===== src/rtl/fixture_sequencer_if.sv =====
// fixture_sequencer_if: control, status and DUT loopback bundle.
// master = fixture/test side, slave = the sequencer itself.
interface fixture_sequencer_if #(
    parameter int DATA_W = 12,
    parameter int CNT_W  = 8
);
    logic              start;
    logic [3:0]        rst_cycles;
    logic [CNT_W-1:0]  run_cycles;
    logic              busy;
    logic              done;
    logic              dut_sync_rst;
    logic              dut_async_rst;
    logic [DATA_W-1:0] dut_bus_out;
    logic [DATA_W-1:0] dut_bus_in;
    logic [CNT_W-1:0]  dut_count_in;
    logic              err;
    logic [CNT_W-1:0]  err_count;

    modport master (
        output start, rst_cycles, run_cycles,
        output dut_bus_in, dut_count_in,
        input  busy, done, dut_sync_rst, dut_async_rst,
        input  dut_bus_out, err, err_count
    );

    modport slave (
        input  start, rst_cycles, run_cycles,
        input  dut_bus_in, dut_count_in,
        output busy, done, dut_sync_rst, dut_async_rst,
        output dut_bus_out, err, err_count
    );
endinterface


===== src/rtl/fixture_sequencer.sv =====
// fixture_sequencer: reset / run / check sequence for a loopback DUT.
// Loopback and counter checking is built only with FIXTURE_SEQ_CHECK_EN.
module fixture_sequencer #(
    parameter int DATA_W = 12,
    parameter int CNT_W  = 8
) (
    input logic              clk,
    input logic              async_rst,
    fixture_sequencer_if.slave io
);
    localparam int CW = (CNT_W > 4) ? CNT_W : 4;

    typedef enum logic [2:0] {
        IDLE, ASSERT_RST, RUN, CHECK, DONE
    } state_e;

    state_e            state_q, state_d;
    logic [CW-1:0]     cnt_q, cnt_d;
    logic [CNT_W-1:0]  run_q, run_d;
    logic [DATA_W-1:0] bus_q, bus_d;
    logic              busy_q, busy_d;
    logic              done_q, done_d;
    logic              rst_q, rst_d;
    logic              err_q, err_d;
    logic [CNT_W-1:0]  errc_q, errc_d;
    logic [CW-1:0]     n_eff;

    // A hold length of zero still gives the DUT one reset cycle.
    always_comb begin
        n_eff = CW'(io.rst_cycles);
        if (io.rst_cycles == 4'd0) n_eff = CW'(1);
    end

    always_comb begin
        state_d = state_q;
        cnt_d   = cnt_q;
        run_d   = run_q;
        unique case (state_q)
            IDLE: begin
                if (io.start) begin
                    state_d = ASSERT_RST;
                    cnt_d   = n_eff - CW'(1);
                    run_d   = io.run_cycles;
                end
            end
            ASSERT_RST: begin
                if (cnt_q != '0) begin
                    cnt_d = cnt_q - CW'(1);
                end else if (run_q == '0) begin
                    state_d = CHECK;
                end else begin
                    state_d = RUN;
                    cnt_d   = CW'(run_q) - CW'(1);
                end
            end
            RUN: begin
                if (cnt_q != '0) cnt_d = cnt_q - CW'(1);
                else             state_d = CHECK;
            end
            CHECK:   state_d = DONE;
            DONE:    state_d = IDLE;
            default: state_d = IDLE;
        endcase

        // Outputs are decoded from the next state so they register cleanly.
        busy_d = (state_d != IDLE);
        done_d = (state_d == DONE);
        rst_d  = (state_d == ASSERT_RST);
        bus_d  = '0;
        if (state_d == RUN && state_q == RUN) bus_d = bus_q + 1'b1;
    end

`ifdef FIXTURE_SEQ_CHECK_EN
    logic mis;

    always_comb begin
        mis = 1'b0;
        if (state_q == RUN)   mis = (io.dut_bus_in != bus_q);
        if (state_q == CHECK) mis = (io.dut_count_in != run_q);
        errc_d = errc_q;
        if (state_q == IDLE && io.start)  errc_d = '0;
        else if (mis && errc_q != '1)     errc_d = errc_q + 1'b1;
        err_d = (errc_d != '0);
    end
`else
    logic unused_loopback;
    assign unused_loopback = ^{io.dut_bus_in, io.dut_count_in};

    always_comb begin
        errc_d = '0;
        err_d  = 1'b0;
    end
`endif

    always_ff @(posedge clk or posedge async_rst) begin
        if (async_rst) begin
            state_q <= IDLE;
            cnt_q   <= '0;
            run_q   <= '0;
            bus_q   <= '0;
            busy_q  <= 1'b0;
            done_q  <= 1'b0;
            rst_q   <= 1'b0;
            err_q   <= 1'b0;
            errc_q  <= '0;
        end else begin
            state_q <= state_d;
            cnt_q   <= cnt_d;
            run_q   <= run_d;
            bus_q   <= bus_d;
            busy_q  <= busy_d;
            done_q  <= done_d;
            rst_q   <= rst_d;
            err_q   <= err_d;
            errc_q  <= errc_d;
        end
    end

    assign io.busy          = busy_q;
    assign io.done          = done_q;
    assign io.dut_sync_rst  = rst_q;
    assign io.dut_async_rst = rst_q;
    assign io.dut_bus_out   = bus_q;
    assign io.err           = err_q;
    assign io.err_count     = errc_q;
endmodule


===== src/flat_wrapper.sv =====
// flat-port wrapper written by rule: the top's interface ports become plain ports
module fixture_sequencer_flat 
#(
    parameter int DATA_W = 12,
    parameter int CNT_W  = 8
)
  (clk, async_rst, io_start, io_rst_cycles, io_run_cycles, io_dut_bus_in, io_dut_count_in, io_busy, io_done, io_dut_sync_rst, io_dut_async_rst, io_dut_bus_out, io_err, io_err_count);
  fixture_sequencer_if #(.DATA_W(DATA_W), .CNT_W(CNT_W)) io_i ();
  input logic clk;
  input logic async_rst;
  input wire logic [$bits(io_i.start)-1:0] io_start;
  input wire logic [$bits(io_i.rst_cycles)-1:0] io_rst_cycles;
  input wire logic [$bits(io_i.run_cycles)-1:0] io_run_cycles;
  input wire logic [$bits(io_i.dut_bus_in)-1:0] io_dut_bus_in;
  input wire logic [$bits(io_i.dut_count_in)-1:0] io_dut_count_in;
  output wire logic [$bits(io_i.busy)-1:0] io_busy;
  output wire logic [$bits(io_i.done)-1:0] io_done;
  output wire logic [$bits(io_i.dut_sync_rst)-1:0] io_dut_sync_rst;
  output wire logic [$bits(io_i.dut_async_rst)-1:0] io_dut_async_rst;
  output wire logic [$bits(io_i.dut_bus_out)-1:0] io_dut_bus_out;
  output wire logic [$bits(io_i.err)-1:0] io_err;
  output wire logic [$bits(io_i.err_count)-1:0] io_err_count;
  assign io_i.start = io_start;
  assign io_i.rst_cycles = io_rst_cycles;
  assign io_i.run_cycles = io_run_cycles;
  assign io_i.dut_bus_in = io_dut_bus_in;
  assign io_i.dut_count_in = io_dut_count_in;
  assign io_busy = io_i.busy;
  assign io_done = io_i.done;
  assign io_dut_sync_rst = io_i.dut_sync_rst;
  assign io_dut_async_rst = io_i.dut_async_rst;
  assign io_dut_bus_out = io_i.dut_bus_out;
  assign io_err = io_i.err;
  assign io_err_count = io_i.err_count;
  fixture_sequencer #(.DATA_W(DATA_W), .CNT_W(CNT_W)) u_core (.clk(clk), .async_rst(async_rst), .io(io_i));
endmodule

===== config.mk =====
export PLATFORM = sky130hd
export DESIGN_NAME = fixture_sequencer_flat
export DESIGN_NICKNAME = d
export VERILOG_FILES = /design/src/rtl/fixture_sequencer_if.sv /design/src/rtl/fixture_sequencer.sv /design/src/flat_wrapper.sv
export SDC_FILE = /design/constraint.sdc
export NUM_CORES = 1
export LEC_CHECK = 0
export CORE_UTILIZATION = 42
export CTS_BUF_LIST = sky130_fd_sc_hd__clkbuf_4 sky130_fd_sc_hd__clkbuf_8 sky130_fd_sc_hd__clkbuf_16
export CTS_CLUSTER_DIAMETER = 120
export CTS_CLUSTER_SIZE = 14
export DETAILED_ROUTE_END_ITERATION = 7
export PLACE_DENSITY = 0.76
export SETUP_SLACK_MARGIN = 0.02
export SLEW_MARGIN = 20
export SYNTH_ARGS = -nofsm -noshare
export SYNTH_HDL_FRONTEND = slang
export SYNTH_SLANG_ARGS = --single-unit

===== constraint.sdc =====
create_clock -name clk -period 2 [get_ports clk]
set_clock_uncertainty 0.1 [all_clocks]
set_input_delay 0.4 -clock clk [delete_from_list [all_inputs] [get_ports clk]]
set_output_delay 0.4 -clock clk [all_outputs]
set_load 0.005 [all_outputs]

==> results of run 1 <==
-- layer usage --
layer | GRT usage | vias to the layer above | routed length, um
li1 | - | 814 | -
met3 | 0.0476 | 8 | 270
met1 | 0.239 | 804 | 1800
met4 | 0.104 | 0 | 111
met5 | 0 | - | 0
met2 | 0.308 | 61 | 2090
-- layout make-up --
class,count,area (um2)
Fill cell,397,1810
Multi-Input combinational cell,152,1030
Clock inverter,2,12.5
Inverter,11,41.3
Timing Repair Buffer,59,526
Tap cell,52,65.1
Sequential cell,34,851
Clock buffer,6,82.6
-- flip-flops by register name (all words and copies together) (netlist names) --
signal                   count
u_core.io.dut_bus_out       12
u_core.state_q               3
u_core.run_q                 8
u_core.io.dut_async_rst      1
u_core.io.done               1
u_core.cnt_q                 8
u_core.io.busy               1
-- power by group through the flow --
stage	combinational [mW]	sequential (mW)	clock (mW)
after global placement	0.0882	0.718	0
after CTS	0.0936	0.705	0.555
final	0.0919	0.705	0.535
after global routing	0.103	0.706	0.585
after detailed placement	0.0912	0.719	0
after floorplan	0.0574	0.716	0
-- layout by cell type, fill, tap and decap left out, drive strengths merged, types with 3 or more instances in the layout --
| cell | instances |
|---|---|
| clkdlybuf4s50 | 30 |
| buf | 29 |
| inv | 11 |
| mux2 | 6 |
| ha | 5 |
| xnor2 | 8 |
| dfrtp | 34 |
| nand3 | 3 |
| nor3 | 6 |
| o21ai | 12 |
| o22ai | 3 |
| xor2 | 9 |
| and3b | 3 |
| conb | 9 |
| a21oi | 9 |
| clkbuf | 6 |
| nand2 | 21 |
| nor2 | 25 |
| and3 | 4 |
-- worst max-delay path, cell delays in order, from the launching register on --
cell	delay, ns
dfrtp_1	0.39
inv_2	0.08
ha_4	0.12
or4b_4	0.51
nor3_4	0.20
a32o_4	0.30
o21ai_0	0.11
o31ai_1	0.08
-- metrics by stage --
stage | util | TNS (ns) | hold WS (ns) | area, um2 | power, mW
after CTS | 0.591 | 0 | 0.406 | 2610 | 1.35
final | 0.591 | 0 | 0.395 | 2610 | 1.33
after detailed placement | 0.560 | -0.368 | 0.396 | 2470 | 0.810
after global routing | 0.591 | -0.610 | 0.427 | 2610 | 1.39
after floorplan | - | 0 | 0.369 | 2000 | 0.774
after global placement | 0.560 | -0.399 | 0.381 | 2470 | 0.807
-- kinds of logic after synthesis --
kind of cell    after synthesis  share of synthesized area
compound gates               39                      0.140
fa+ha+maj                     5                     0.0322
other cells                   1                    0.00193
simple gates                 75                      0.201
flops                        34                      0.438
xor+xnor                     17                     0.0766
buf+inv                      25                     0.0766
mux                           6                     0.0347
-- final timing paths --
kind	from	to	slack, ns	cells after the start
worst max-delay path	u_core.cnt_q[1]	u_core.cnt_q[6]	0.02	7
worst min-delay path	async_rst	u_core.run_q[7]	0.40	3
worst max register to register	u_core.cnt_q[1]	u_core.cnt_q[6]	0.02	7
worst min register to register	u_core.io.dut_bus_out[0]	u_core.io.dut_bus_out[0]	0.40	1
max in group asynchronous	async_rst	u_core.cnt_q[7]	1.09	3
min in group clk	u_core.io.dut_bus_out[0]	u_core.io.dut_bus_out[0]	0.40	1
-- repair_timing --
action	in CTS	in global routing
buffers inserted	1	0
setup endpoints to repair	7	8
gates resized for setup	6	3
cloned	1	0
pin swaps	3	1
==> summary.md, run 1 <==
| Metric | Value |
|---|---|
| CP Launch Type | flop |
| Largest area contributor in the netlist | dfrtp_1 |
| Yosys cell types | 46 |
| Net Switching | 0.312 mW |
| Vias in the first global route | between 1500 and 2000 |
| Clock Power Share | 0.402 |
| Hold Buf Count CTS | 0 |
| Clk_lat worst skew | slightly below 0.3 ns |
| Power Internal | 1.02 mW |
| Area Overhead vs Synth | 34.1% |
| Ys flop type | dfrtp_1 |
| Final Worst Setup Slack | 0.0169 ns |
| DRC errors left | 0 |
| Initial antenna violation count | 0 |
| Cell Pwr Density | 511 mW/mm2 |
| Switch share | 0.234 |
| Hold Vio Cnt, Final | 0 |
| FMAX | 504 MHz |
| H-tree depth | 2 |
| Reg clk slew, reported paths | 0.07 ns |
| Dpl cells | 306 |
| Share of the synthesized area in the top cell type | 0.438 |
| Post-synth EDFFs | 0 |
| Num CTS Buffers | 5 |
| Hold Crit Class | input port to asynchronous set/reset pin |
| DIE AREA | 0.00491 mm2 |
| CTS tree | built |
| Max Buffers Root-to-Sink | 2 |
| GRT overflow | 0 |
| Synthesized area | 0.00194 mm2 |
| Synth area leaders | dfrtp_1 44%, nor2_1 4.8%, nand2_1 4.1%, xor2_1 4.1%, buf_4 3.9% |
| Type of the worst setup path | flop to flop |
| Sinks on Clock Net | 34 |
| Setup violators final | 0 |
| Max_cap viols | 0 |
| Pre-CTS setup slack | -0.0848 ns |
| Yosys reg bits | 34 |
| TritonRoute pass-1 iters | 4 |
| Crit. End Element | flop |
| Die Span X | 70.0 um |
| Power share of the combinational group | 0.069 |
| NumNets Final | 303 |
| Remaining antenna violation count after routing | 0 |
| IO Count | 60 |
| Post-synth ARST share | 1.00 |
| Share of cells above drive strength 1 | 0.227 |
| Starting Density | 0.440 |
| Most frequent cell after synthesis | dfrtp_1 |
| Pins Over Slew Limit | 0 |
| DR iter-0 viols | 102 |
| Gr usage total | 0.193 |
| Avg Cell Area, Syn | 9.63 um2 |
| Synth warn | 0 |
| Peak supply drop | 0.388 mV |
| Final period util | 0.992 |
| CP Data Arrival Time | 2.08 ns |
| Post-DR wirelength/cell | 13.5 um |
| Gate Count Post-Synth | 202 |
| Number of port buffers | 30 |
| Register area share after synthesis | 0.438 |
| Commonest cells in the synthesized netlist | 34 x dfrtp_1, 25 x nor2_1, 21 x nand2_1 |
| Via count | 1687 |
| Status | completed |
| Row count | 24 |
| Seq pwr share | 0.529 |
| Core Region | roughly 0.0044 mm2 |
| First-pass GRT wire length | ~7300 um |
| Max FO, Critical Path | 8 |
| RSZ-0062 raised after global routing | true |
| Leak | 1.15 nW |
| Die H | 70.0 um |
| Root buf cell | clkbuf_8 |
| Dpl hpwl | 3070 um |
| Via/cell ratio | 5.34 |
| Tmin final | 1.98 ns |
| Finished Layout Cells | ~320 |
| Diode count | 0 |
| RD Place Congestion | 0.915 |
| Total Wirelength | 4270 um |
| CP Data Required Time | 2.09 ns |
| Largest net degree at the start of global routing | 35 |
Power figures use the tool's default switching activity.
==> inputs of run 2 (changes only) <==
- CORE_MARGIN: unset -> 1.5
- CTS_CLUSTER_DIAMETER: 120 -> unset
==> run 2 against run 1 <==
Effect of this change:
- setup slack worse by 0.074 ns
- critical path depth unchanged
- routed wire length up 1.8%
- fmax down 3.6%
- clock power down 0.9%
- global-route usage down 1.4 points
- the run now ends with setup timing left
- first-iteration DRC count down 27%
- sequential power about the same
==> summary.md, run 2 (same netlist as run 1, synthesis figures left out) <==
| Metric | Value |
|---|---|
| Max FO, Critical Path | 8 (unchanged) |
| Die H | 71.0 um (was 70.0 um) |
| GRT overflow | 0 (unchanged) |
| Filler Cell Count | 401 (was 397) |
| Failing checks | setup timing |
| Status | complete, but fails checks (was completed) |
| Max Buffers Root-to-Sink | 2 (unchanged) |
| First-pass GRT wire length | 6980 um (was 7340 um) |
| NumNets Final | 306 (was 303) |
| Clk_lat worst skew | 0.29 ns (about the same) |
| Largest net degree at the start of global routing | 35 (unchanged) |
| Commonest non-fill, non-tap cell in the layout | dfrtp_1 (unchanged) |
| Post-DR wirelength/cell | 13.6 um (was 13.5 um) |
| Pins Over Slew Limit | 0 (unchanged) |
| Cell Pwr Density | 503 mW/mm2 (was 511 mW/mm2) |
| Reg clk slew, reported paths | 0.07 ns (about the same) |
| Root buf cell | clkbuf_8 (unchanged) |
| CP Data Required Time | 2.07 ns (was 2.09 ns) |
| FMAX | 486 MHz (was 504 MHz) |
| Hold Buf Count CTS | 0 (unchanged) |
| Total Wirelength | 4350 um (was 4270 um) |
| Hold Crit Class | input port to asynchronous set/reset pin (unchanged) |
| Diode count | 0 (unchanged) |
| Type of the worst setup path | flop to flop (unchanged) |
| CTS tree | built (unchanged) |
| Finished Layout Cells | 319 (was 316) |
| Tmin final | 2.06 ns (was 1.98 ns) |
| Sinks on Clock Net | 34 (unchanged) |
| Share of cells above drive strength 1 | 0.247 (was 0.227) |
| Vias in the first global route | 1550 (was 1616) |
| CP Launch Type | flop (unchanged) |
| DR iter-0 viols | 74 (was 102) |
| Dpl cells | 307 (was 306) |
| Starting Density | 0.440 (unchanged) |
| Finished Core Util | 0.598 (was 0.591) |
| Via count | 1690 (was 1687) |
| TritonRoute pass-1 iters | 5 (was 4) |
| IO Count | 60 (unchanged) |
| RSZ-0062 raised after global routing | true (unchanged) |
| Crit. End Element | flop (unchanged) |
| Via/cell ratio | 5.30 (was 5.34) |
| Dpl hpwl | 3080 um (was 3070 um) |
| Remaining antenna violation count after routing | 0 (unchanged) |
| Core Region | 0.00441 mm2 (unchanged) |
| Pwr Total | 1.33 mW (about the same) |
| Final period util | 1.03 (was 0.992) |
| Num CTS Buffers | 5 (unchanged) |
| Hold Vio Cnt, Final | 0 (unchanged) |
| Initial antenna violation count | 0 (unchanged) |
| Leak | 1.17 nW (was 1.15 nW) |
| Max_cap viols | 0 (unchanged) |
| Die Span X | 71.0 um (was 70.0 um) |
| Final Worst Setup Slack | -0.0567 ns (was 0.0169 ns) |
| Gr usage total | 0.179 (was 0.193) |
| Row count | 24 (unchanged) |
| DRC errors left | 0 (unchanged) |
| H-tree depth | 2 (unchanged) |
| CP Data Arrival Time | 2.13 ns (was 2.08 ns) |
| RD Place Congestion | 0.887 (was 0.915) |
| Area Overhead vs Synth | 35.6% (was 34.1%) |
| Most frequent cells in the layout | 34 x dfrtp_1, 32 x buf_4, 30 x clkdlybuf4s50_1 (was 34 x dfrtp_1, 30 x clkdlybuf4s50_1, 27 x buf_4) |
| Number of port buffers | 30 (unchanged) |
| Peak supply drop | 0.485 mV (was 0.388 mV) |
| Max reg flops | 12 (unchanged) |
| Setup violators final | 8 (was 0) |
| DIE AREA | 0.00505 mm2 (was 0.00491 mm2) |
run 2: changes by cell type in the layout (fill, tap and decap cells not counted):
cell / change
buf_4: +5
a22oi_2: +1
o22ai_2: +1
a22oi_1: -1
buf_6: -2
o22ai_1: -1
o21ai_2: +1
o21ai_0: -1
run 2: metrics by stage:
step	worst slack (ns)	hold WS [ns]	setup TNS, ns	area, um2
floorplan	0.0189	0.369	0	2000
global placement	-0.0838	0.382	-0.470	2480
detailed placement	-0.116	0.389	-0.619	2480
CTS	-0.0191	0.399	-0.0191	2600
global route	-0.141	0.442	-0.965	2640
finish	-0.0567	0.396	-0.251	2640
run 2: area by class of cell:
cell class              instances  area [um2]  share of cell area
multi-input cells             152        1040               0.396
flip-flops and latches         34         851               0.323
repair buffers                 62         541               0.205
clock buffers                   6        82.6              0.0313
well taps                      52        65.1              0.0247
inverters                      11        41.3              0.0157
clock inverters                 2        12.5             0.00474
run 2: routing by layer:
metal	share of wire	track usage
met1	0.41	0.215
met2	0.51	0.298
met3	0.051	0.0442
met4	0.022	0.0881
met5	0	0
run 2: where the power goes:
| part | switching (mW) | leakage, nW | internal (mW) |
|---|---|---|---|
| clock | 0.254 | 0.0472 | 0.276 |
| sequential | 0.00942 | 0.427 | 0.696 |
| combinational | 0.0436 | 0.698 | 0.0477 |
run 2: timing repair:
| action | CTS | global route |
|---|---|---|
| cloned | 0 | 1 |
| setup buffers | 1 | 2 |
| pin swaps | 3 | 4 |
| endpoints found under the setup margin | 6 | 8 |
| gates resized for setup | 6 | 5 |
run 2: path summary, 6_finish.rpt:
kind | start | to | slack (ns) | cells past startpoint
setup reg to reg | u_core.cnt_q[1] | u_core.cnt_q[0] | -0.06 | 7
hold reg to reg | u_core.io.dut_bus_out[0] | u_core.io.dut_bus_out[0] | 0.40 | 1
min in group clk | u_core.io.dut_bus_out[0] | u_core.io.dut_bus_out[0] | 0.40 | 1
max in group asynchronous | async_rst | u_core.io.dut_async_rst | 1.10 | 3
setup / recovery | u_core.cnt_q[1] | u_core.cnt_q[0] | -0.06 | 7
hold / removal | async_rst | u_core.run_q[7] | 0.40 | 3
run 2: worst max-delay path, stage by stage, from the launching register on:
cell and delay (ns):
dfrtp_1 0.40, inv_2 0.08, ha_4 0.13, or4b_4 0.52, nor3_4 0.25, a32o_4 0.30
buf_4 0.13, o21ai_2 0.05
